### src/rtl/signal_check_pkg.sv
// Shared types and helpers for the padiwa test-pulse receive checker.
// Holds the FSM states, the edge-count encoding and the width-counter sizing rule.
package signal_check_pkg;

    localparam int NUM_CH    = 16;
    localparam int WIN_CNT_W = 8;

    typedef enum logic [1:0] {
        IDLE = 2'd0,
        WIN  = 2'd1,
        RPT  = 2'd2
    } state_e;

    // Edge count saturates at two; anything other than exactly one is an error.
    typedef enum logic [1:0] {
        EDGE_NONE  = 2'd0,
        EDGE_ONE   = 2'd1,
        EDGE_MULTI = 2'd2
    } edge_cnt_e;

    // Width counter must hold MAX_WIDTH+1 as its saturation value.
    function automatic int width_cnt_bits(input int max_width);
        return $clog2(max_width + 2);
    endfunction

    function automatic edge_cnt_e edge_inc(input edge_cnt_e cnt);
        return (cnt == EDGE_NONE) ? EDGE_ONE : EDGE_MULTI;
    endfunction

endpackage

### src/rtl/signal_check_if.sv
// Pulse/trigger inputs and result/readout outputs of the signal checker.
// The stimulus side uses the master modport, the checker the slave modport.
interface signal_check_if #(
    parameter int CNT_W = 16
);
    import signal_check_pkg::*;

    logic [NUM_CH-1:0] pulse_in;
    logic              trig_in;
    logic              clear_counts;
    logic              event_done;
    logic              event_ok;
    logic [NUM_CH-1:0] ch_err;
    logic [NUM_CH-1:0] stray;
    logic [CNT_W-1:0]  event_count;
    logic [CNT_W-1:0]  err_count;

    modport master (
        output pulse_in, trig_in, clear_counts,
        input  event_done, event_ok, ch_err, stray, event_count, err_count
    );

    modport slave (
        input  pulse_in, trig_in, clear_counts,
        output event_done, event_ok, ch_err, stray, event_count, err_count
    );

endinterface

### src/rtl/signal_check_ch.sv
// One channel's pulse checker: edge count, pulse width and stray-edge detection.
// The error output is a plain function of the state and is sampled by the top in RPT.
module signal_check_ch
    import signal_check_pkg::*;
#(
    parameter int MIN_WIDTH = 3,
    parameter int MAX_WIDTH = 6
) (
    input  logic clk,
    input  logic reset,
    input  logic rise,
    input  logic fall,
    input  logic level,
    input  logic start,
    input  logic in_win,
    input  logic idle,
    input  logic clear,
    output logic err,
    output logic stray
);

    localparam int WID_W = width_cnt_bits(MAX_WIDTH);
    localparam logic [WID_W-1:0] W_SAT = WID_W'(MAX_WIDTH + 1);
    localparam logic [WID_W-1:0] W_MIN = WID_W'(MIN_WIDTH);
    localparam logic [WID_W-1:0] W_MAX = WID_W'(MAX_WIDTH);

    logic [WID_W-1:0] width_cnt;
    logic [WID_W-1:0] width_lat;
    edge_cnt_e        edge_cnt;

    always_ff @(posedge clk or posedge reset) begin
        if (reset) begin
            width_cnt <= '0;
            width_lat <= '0;
            edge_cnt  <= EDGE_NONE;
            stray     <= 1'b0;
        end else begin
            // On the fall cycle width_cnt still holds the number of high cycles.
            if (level) begin
                width_cnt <= (width_cnt == W_SAT) ? W_SAT : width_cnt + 1'b1;
            end else begin
                width_cnt <= '0;
            end

            if (start) begin
                edge_cnt  <= rise ? EDGE_ONE : EDGE_NONE;
                width_lat <= '0;
            end else if (in_win) begin
                if (rise) edge_cnt <= edge_inc(edge_cnt);
                if (fall) width_lat <= width_cnt;
            end

            if (clear) begin
                stray <= 1'b0;
            end else if (idle && rise) begin
                stray <= 1'b1;
            end
        end
    end

    // In RPT a non-zero width_cnt means the line was still high in the last window cycle.
    assign err = (edge_cnt != EDGE_ONE) || (width_lat < W_MIN) ||
                 (width_lat > W_MAX) || (width_cnt != '0);

endmodule

### src/rtl/signal_check_x16.sv
// Receive-side checker for the 16-channel padiwa test-pulse pattern and its trigger.
// Synchronises all lines, runs the window FSM and keeps saturating readout counters.
module signal_check_x16
    import signal_check_pkg::*;
#(
    parameter int WINDOW    = 16,
    parameter int MIN_WIDTH = 3,
    parameter int MAX_WIDTH = 6,
    parameter int CNT_W     = 16
) (
    input logic           clk,
    input logic           reset,
    signal_check_if.slave bus
);

    localparam int TRIG = NUM_CH;
    // win_cnt starts at 0 in the first WIN cycle, which is window cycle 1.
    localparam logic [WIN_CNT_W-1:0] WIN_LAST = WIN_CNT_W'(WINDOW - 2);

    logic [NUM_CH:0]   sync1, sync2, sync3, rise_q;
    logic [NUM_CH-1:0] fall_q;
    logic [NUM_CH-1:0] err_vec, stray_vec;

    state_e                 state;
    logic [WIN_CNT_W-1:0]   win_cnt;
    logic                   event_done, event_ok;
    logic [NUM_CH-1:0]      ch_err;
    logic [CNT_W-1:0]       event_count, err_count;
    logic                   trig_rise, start, in_win, idle_open;

    // NOTE: every flop stage uses <= so each stage samples the previous one's old value;
    // blocking assignments here would collapse the synchroniser into a single flop.
    always_ff @(posedge clk or posedge reset) begin
        if (reset) begin
            sync1  <= '0;
            sync2  <= '0;
            sync3  <= '0;
            rise_q <= '0;
            fall_q <= '0;
        end else begin
            sync1  <= {bus.trig_in, bus.pulse_in};
            sync2  <= sync1;
            sync3  <= sync2;
            rise_q <= sync2 & ~sync3;
            fall_q <= ~sync2[NUM_CH-1:0] & sync3[NUM_CH-1:0];
        end
    end

    assign trig_rise = rise_q[TRIG];
    assign start     = (state == IDLE) && trig_rise;
    assign in_win    = (state == WIN);
    assign idle_open = (state == IDLE) && !trig_rise;

    for (genvar i = 0; i < NUM_CH; i++) begin : g_ch
        signal_check_ch #(
            .MIN_WIDTH (MIN_WIDTH),
            .MAX_WIDTH (MAX_WIDTH)
        ) u_ch (
            .clk    (clk),
            .reset  (reset),
            .rise   (rise_q[i]),
            .fall   (fall_q[i]),
            .level  (sync3[i]),
            .start  (start),
            .in_win (in_win),
            .idle   (idle_open),
            .clear  (bus.clear_counts),
            .err    (err_vec[i]),
            .stray  (stray_vec[i])
        );
    end

    always_ff @(posedge clk or posedge reset) begin
        if (reset) begin
            state      <= IDLE;
            win_cnt    <= '0;
            event_done <= 1'b0;
            event_ok   <= 1'b0;
            ch_err     <= '0;
        end else begin
            event_done <= 1'b0;
            case (state)
                IDLE: begin
                    if (trig_rise) begin
                        state   <= WIN;
                        win_cnt <= '0;
                    end
                end
                WIN: begin
                    win_cnt <= win_cnt + 1'b1;
                    if (win_cnt == WIN_LAST) begin
                        state      <= RPT;
                        event_done <= 1'b1;
                    end
                end
                RPT: begin
                    state    <= IDLE;
                    ch_err   <= err_vec;
                    event_ok <= ~|err_vec;
                end
                default: state <= IDLE;
            endcase
        end
    end

    // Clear takes priority over an RPT update landing on the same edge.
    always_ff @(posedge clk or posedge reset) begin
        if (reset) begin
            event_count <= '0;
            err_count   <= '0;
        end else if (bus.clear_counts) begin
            event_count <= '0;
            err_count   <= '0;
        end else if (state == RPT) begin
            if (event_count != '1) event_count <= event_count + 1'b1;
            if ((|err_vec) && (err_count != '1)) err_count <= err_count + 1'b1;
        end
    end

    assign bus.event_done  = event_done;
    assign bus.event_ok    = event_ok;
    assign bus.ch_err      = ch_err;
    assign bus.stray       = stray_vec;
    assign bus.event_count = event_count;
    assign bus.err_count   = err_count;

endmodule

### src/flat_wrapper.sv
// flat-port wrapper written by rule: the top's interface ports become plain ports
module signal_check_x16_flat import signal_check_pkg::*;
#(
    parameter int WINDOW    = 16,
    parameter int MIN_WIDTH = 3,
    parameter int MAX_WIDTH = 6,
    parameter int CNT_W     = 16
)
  (clk, reset, bus_pulse_in, bus_trig_in, bus_clear_counts, bus_event_done, bus_event_ok, bus_ch_err, bus_stray, bus_event_count, bus_err_count);
  signal_check_if #(.CNT_W(CNT_W)) bus_i ();
  input logic clk;
  input logic reset;
  input wire logic [$bits(bus_i.pulse_in)-1:0] bus_pulse_in;
  input wire logic [$bits(bus_i.trig_in)-1:0] bus_trig_in;
  input wire logic [$bits(bus_i.clear_counts)-1:0] bus_clear_counts;
  output wire logic [$bits(bus_i.event_done)-1:0] bus_event_done;
  output wire logic [$bits(bus_i.event_ok)-1:0] bus_event_ok;
  output wire logic [$bits(bus_i.ch_err)-1:0] bus_ch_err;
  output wire logic [$bits(bus_i.stray)-1:0] bus_stray;
  output wire logic [$bits(bus_i.event_count)-1:0] bus_event_count;
  output wire logic [$bits(bus_i.err_count)-1:0] bus_err_count;
  assign bus_i.pulse_in = bus_pulse_in;
  assign bus_i.trig_in = bus_trig_in;
  assign bus_i.clear_counts = bus_clear_counts;
  assign bus_event_done = bus_i.event_done;
  assign bus_event_ok = bus_i.event_ok;
  assign bus_ch_err = bus_i.ch_err;
  assign bus_stray = bus_i.stray;
  assign bus_event_count = bus_i.event_count;
  assign bus_err_count = bus_i.err_count;
  signal_check_x16 #(.WINDOW(WINDOW), .MIN_WIDTH(MIN_WIDTH), .MAX_WIDTH(MAX_WIDTH), .CNT_W(CNT_W)) u_core (.clk(clk), .reset(reset), .bus(bus_i));
endmodule
### config.mk
export PLATFORM = sky130hd
export DESIGN_NAME = signal_check_x16_flat
export DESIGN_NICKNAME = d
export VERILOG_FILES = /design/src/rtl/signal_check_pkg.sv /design/src/rtl/signal_check_if.sv /design/src/rtl/signal_check_ch.sv /design/src/rtl/signal_check_x16.sv /design/src/flat_wrapper.sv
export SDC_FILE = /design/constraint.sdc
export NUM_CORES = 1
export LEC_CHECK = 0
export ABC_AREA = 1
export BUFFER_PORTS_ARGS = -buffer_cell sky130_fd_sc_hd__buf_2
export CORE_MARGIN = 3
export CORE_UTILIZATION = 40
export CTS_BUF_LIST = sky130_fd_sc_hd__clkbuf_16
export DETAILED_ROUTE_END_ITERATION = 8
export PLACE_DENSITY = 0.54
export SLEW_MARGIN = 15
export SYNTH_ARGS = -nofsm -noshare
export SYNTH_HDL_FRONTEND = slang
export SYNTH_SLANG_ARGS = --single-unit
### constraint.sdc
create_clock -name clk -period 18.1 [get_ports clk]
set_input_delay 0.905 -clock clk [delete_from_list [all_inputs] [get_ports clk]]
set_output_delay 0.905 -clock clk [all_outputs]
set_load 0.005 [all_outputs]
==> reports/results.ini <==
[drt]
drtIter0Drc=522
post_drt_wl_per_cell_um=13.8
num_vias=8536
drt_pass1_iterations=6
route.met3.wl_um=969
met2_length_um=11300
drt-total-wl_um=25000
wl_met1_um=12300
ant_nets=0
avgViaCountPerCell=4.71
top_layer_used=met4
drc=0

[global_routing]
grt_max_degree=168
grt_pass1_wl_um=42500
grt_pass1_vias=8464
grt_use_total_pct=15.6
antenna_found_initial=0
grt-ovfl-total=0

[clocking]
ctsHoldBuffers=0
clock-sinks=288
clk_pin_slew_worst_paths_ns=0.06
clock_path_buffers=3
cts.repair.resized=0
cts_buffers=34
cts-root-buf=clkbuf_16
tritoncts=done
cts_setup_buffers=0
clk_latency_ns=0.51
h-tree-depth=2

[cells_and_area]
nNetsFinal=1454
final_cell_area_sq_mm=0.0139
syn_to_final_growth_pct=14.4
diodes=0
final_util_pct=46.7
drive_gt1_share_pct=11.4
mostFrequentLayoutCell=dfrtp_1
final_cell_mix=288 x dfrtp_1, 272 x nand2_1, 176 x inv_1
nFillCells=2944
finalNonFillerCells=1811

[min_path]
holdPathStages=0
min_from=u_core.sync1[2]
whs_endpoint=u_core.sync2[2]
min_path_type=reg -> reg

[yosys]
ys_seq_area_share_pct=59.3
synthesis.nets=1374
synth_area_sq_mm=0.0122
syn_area_per_cell_sq_um=9.22
ys_warn_count=0
ys_types=38
syn-instance-count=1318
ys_ff_latch=288

[timing]
setup_violations=0
min_period_ns=3.26
grt_setup_unrepaired=false
fin_ws_ns=14.84
period_share_pct=18.0
worst_pin_slew_ns=0.922
fin_tns_setup_ns=0
slew_headroom_pct=38.5
skew_ns=0.0151
max_freq_ghz=0.307
hold_viol_final=0
slew_violations=0

[setup_path]
crit_chain=buf_2 -> clkinv_1 -> nand2_2 -> inv_2 -> o21ai_0 -> nand2_1 -> nor2_1
path_class=in -> reg
critPathRequiredTime_ns=18.53
crit_slowest_cell=clkinv_1
slowest_delay_ns=0.99
r2r_start=u_core.state[0]
r2r-end=u_core.win_cnt[2]
regToRegSetupSlack_ns=15.73
cp-end-kind=flop
cp-startpoint=bus_clear_counts
critPathMaxFanout=40
r2r_cells=7
crit_buf_inv=3
crit_family=buffers and inverters
crit_path_start_kind=input pin
cp_data_arrival_time_ns=3.69

[die]
fp.dieArea_sq_mm=0.0325
core_area_sq_mm=0.0298
start_util_pct=40.8
io-pin-count=86
die_h_um=180
core.rowCount=63
fp.dieW_um=180

[outcome]
outcome=finished, final reports clean

[place]
dpl.cell_count=1752
place_area_sq_mm=0.0129
io_buffers=85
dp_hpwl_um=16000
dp_worst_setup_slack_ns=14.28
place_congestion=0.824

[pwr]
powerDensity_mw_per_mm2=126
p_leak_nw=6.93
max-vdd-ir-drop_v=0.0000682

[job]
cap_violations=0

==> layout make-up <==
class | instances | area [sq um] | area share (%)
Multi-Input combinational cell | 802 | 4020 | 28.9
Tap cell | 390 | 488 | 3.51
Sequential cell | 288 | 7210 | 51.8
Timing Repair Buffer | 89 | 468 | 3.36
Clock buffer | 35 | 876 | 6.30
Inverter | 183 | 694 | 4.99
Clock inverter | 24 | 156 | 1.12
==> Yosys cell counts <==
cell / instances / area share (%)
dfrtp_1: 288 / 59
nand2_1: 273 / 8.4
inv_1: 174 / 5.4
nand3_1: 139 / 5.7
nor2_1: 131 / 4.0
o21ai_0: 83 / 3.4
a21oi_1: 54 / 2.2
ha_1: 36 / 3.7
buf_4: 17 / 1.0
nor3_1: 16 / 0.66
clkbuf_1: 12 / 0.37
xor2_1: 12 / 0.86
inv_2: 8 / 0.25
a21boi_1: 7 / 0.43
buf_1: 7 / 0.22
o211ai_1: 7 / 0.43
buf_2: 6 / 0.25
nand2_2: 5 / 0.26
nand4_1: 5 / 0.26
o31ai_1: 5 / 0.31
xnor2_1: 5 / 0.36
nor2_2: 4 / 0.21
buf_6: 3 / 0.28
nor3b_1: 3 / 0.19
o22ai_1: 3 / 0.15
nand2_4: 2 / 0.19
nor2_4: 2 / 0.19
a21o_1: 1 / 0.062
clkinv_1: 1 / 0.031
mux2_2: 1 / 0.093
nand3_4: 1 / 0.14
nand4_2: 1 / 0.10
nand4_4: 1 / 0.17
nor3_2: 1 / 0.082
nor4_1: 1 / 0.051
o21a_1: 1 / 0.062
o21ai_1: 1 / 0.041
o41ai_1: 1 / 0.072
==> how the worst max path moves through the flow <==
| stage | end | slack (ns) | depth (start not counted) |
|---|---|---|---|
| 2_1_floorplan | u_core.bus.ch_err[0] | 9.25 | 1 |
| 6_report | u_core.bus.event_count[9] | 14.84 | 7 |
| 4_1_cts | u_core.bus.event_count[3] | 14.81 | 7 |
| 3_5_place_dp | u_core.bus.event_count[9] | 14.28 | 7 |
| 5_1_grt | u_core.bus.event_count[3] | 14.53 | 7 |
| 3_3_place_gp | u_core.bus.event_count[9] | 14.26 | 7 |
==> sequential cells by signal, summed over array words and instances, names as in the netlist, 17 cells and up <==
| register | flops |
|---|---|
| u_core.sync3 | 17 |
| u_core.g_ch.u_ch.width_cnt | 48 |
| u_core.sync1 | 17 |
| u_core.g_ch.u_ch.width_lat | 48 |
| u_core.sync2 | 17 |
| u_core.rise_q | 17 |
| u_core.g_ch.u_ch.edge_cnt | 32 |
==> metrics by stage <==
step / hold slack, ns / total power, mW
CTS: 0.347 / 1.79
global placement: 0.332 / 1.13
global route: 0.352 / 1.87
detailed placement: 0.335 / 1.14
floorplan: 0.331 / 1.04
finish: 0.346 / 1.76
==> per-layer routing <==
| layer | up-vias | track usage [%] |
|---|---|---|
| met5 | - | 0 |
| met4 | 0 | 4.05 |
| met3 | 30 | 2.83 |
| met2 | 124 | 24.6 |
| met1 | 4045 | 22.4 |
| li1 | 4337 | - |
==> power breakdown <==
part | switching (mW) | leakage (nW) | internal [mW]
registers | 0.0816 | 3.71 | 0.756
clock network | 0.259 | 0.516 | 0.377
logic | 0.182 | 2.70 | 0.105
total | 0.522 | 6.93 | 1.24
==> logic make-up (layout without fill, tap and decap cells) <==
family / after synthesis / in the layout / synth area share, %
AOI/OAI and AO/OA: 163 / 163 / 7.20
xor gates and xnor gates: 17 / 17 / 1.22
adders and majority gates: 36 / 36 / 3.70
buffers and inverters: 228 / 331 / 7.81
DFF: 288 / 288 / 59.3
muxes: 1 / 1 / 0.0926
and+or+nand+nor: 585 / 585 / 20.7
Note: power is estimated with default switching activity, not from simulation.
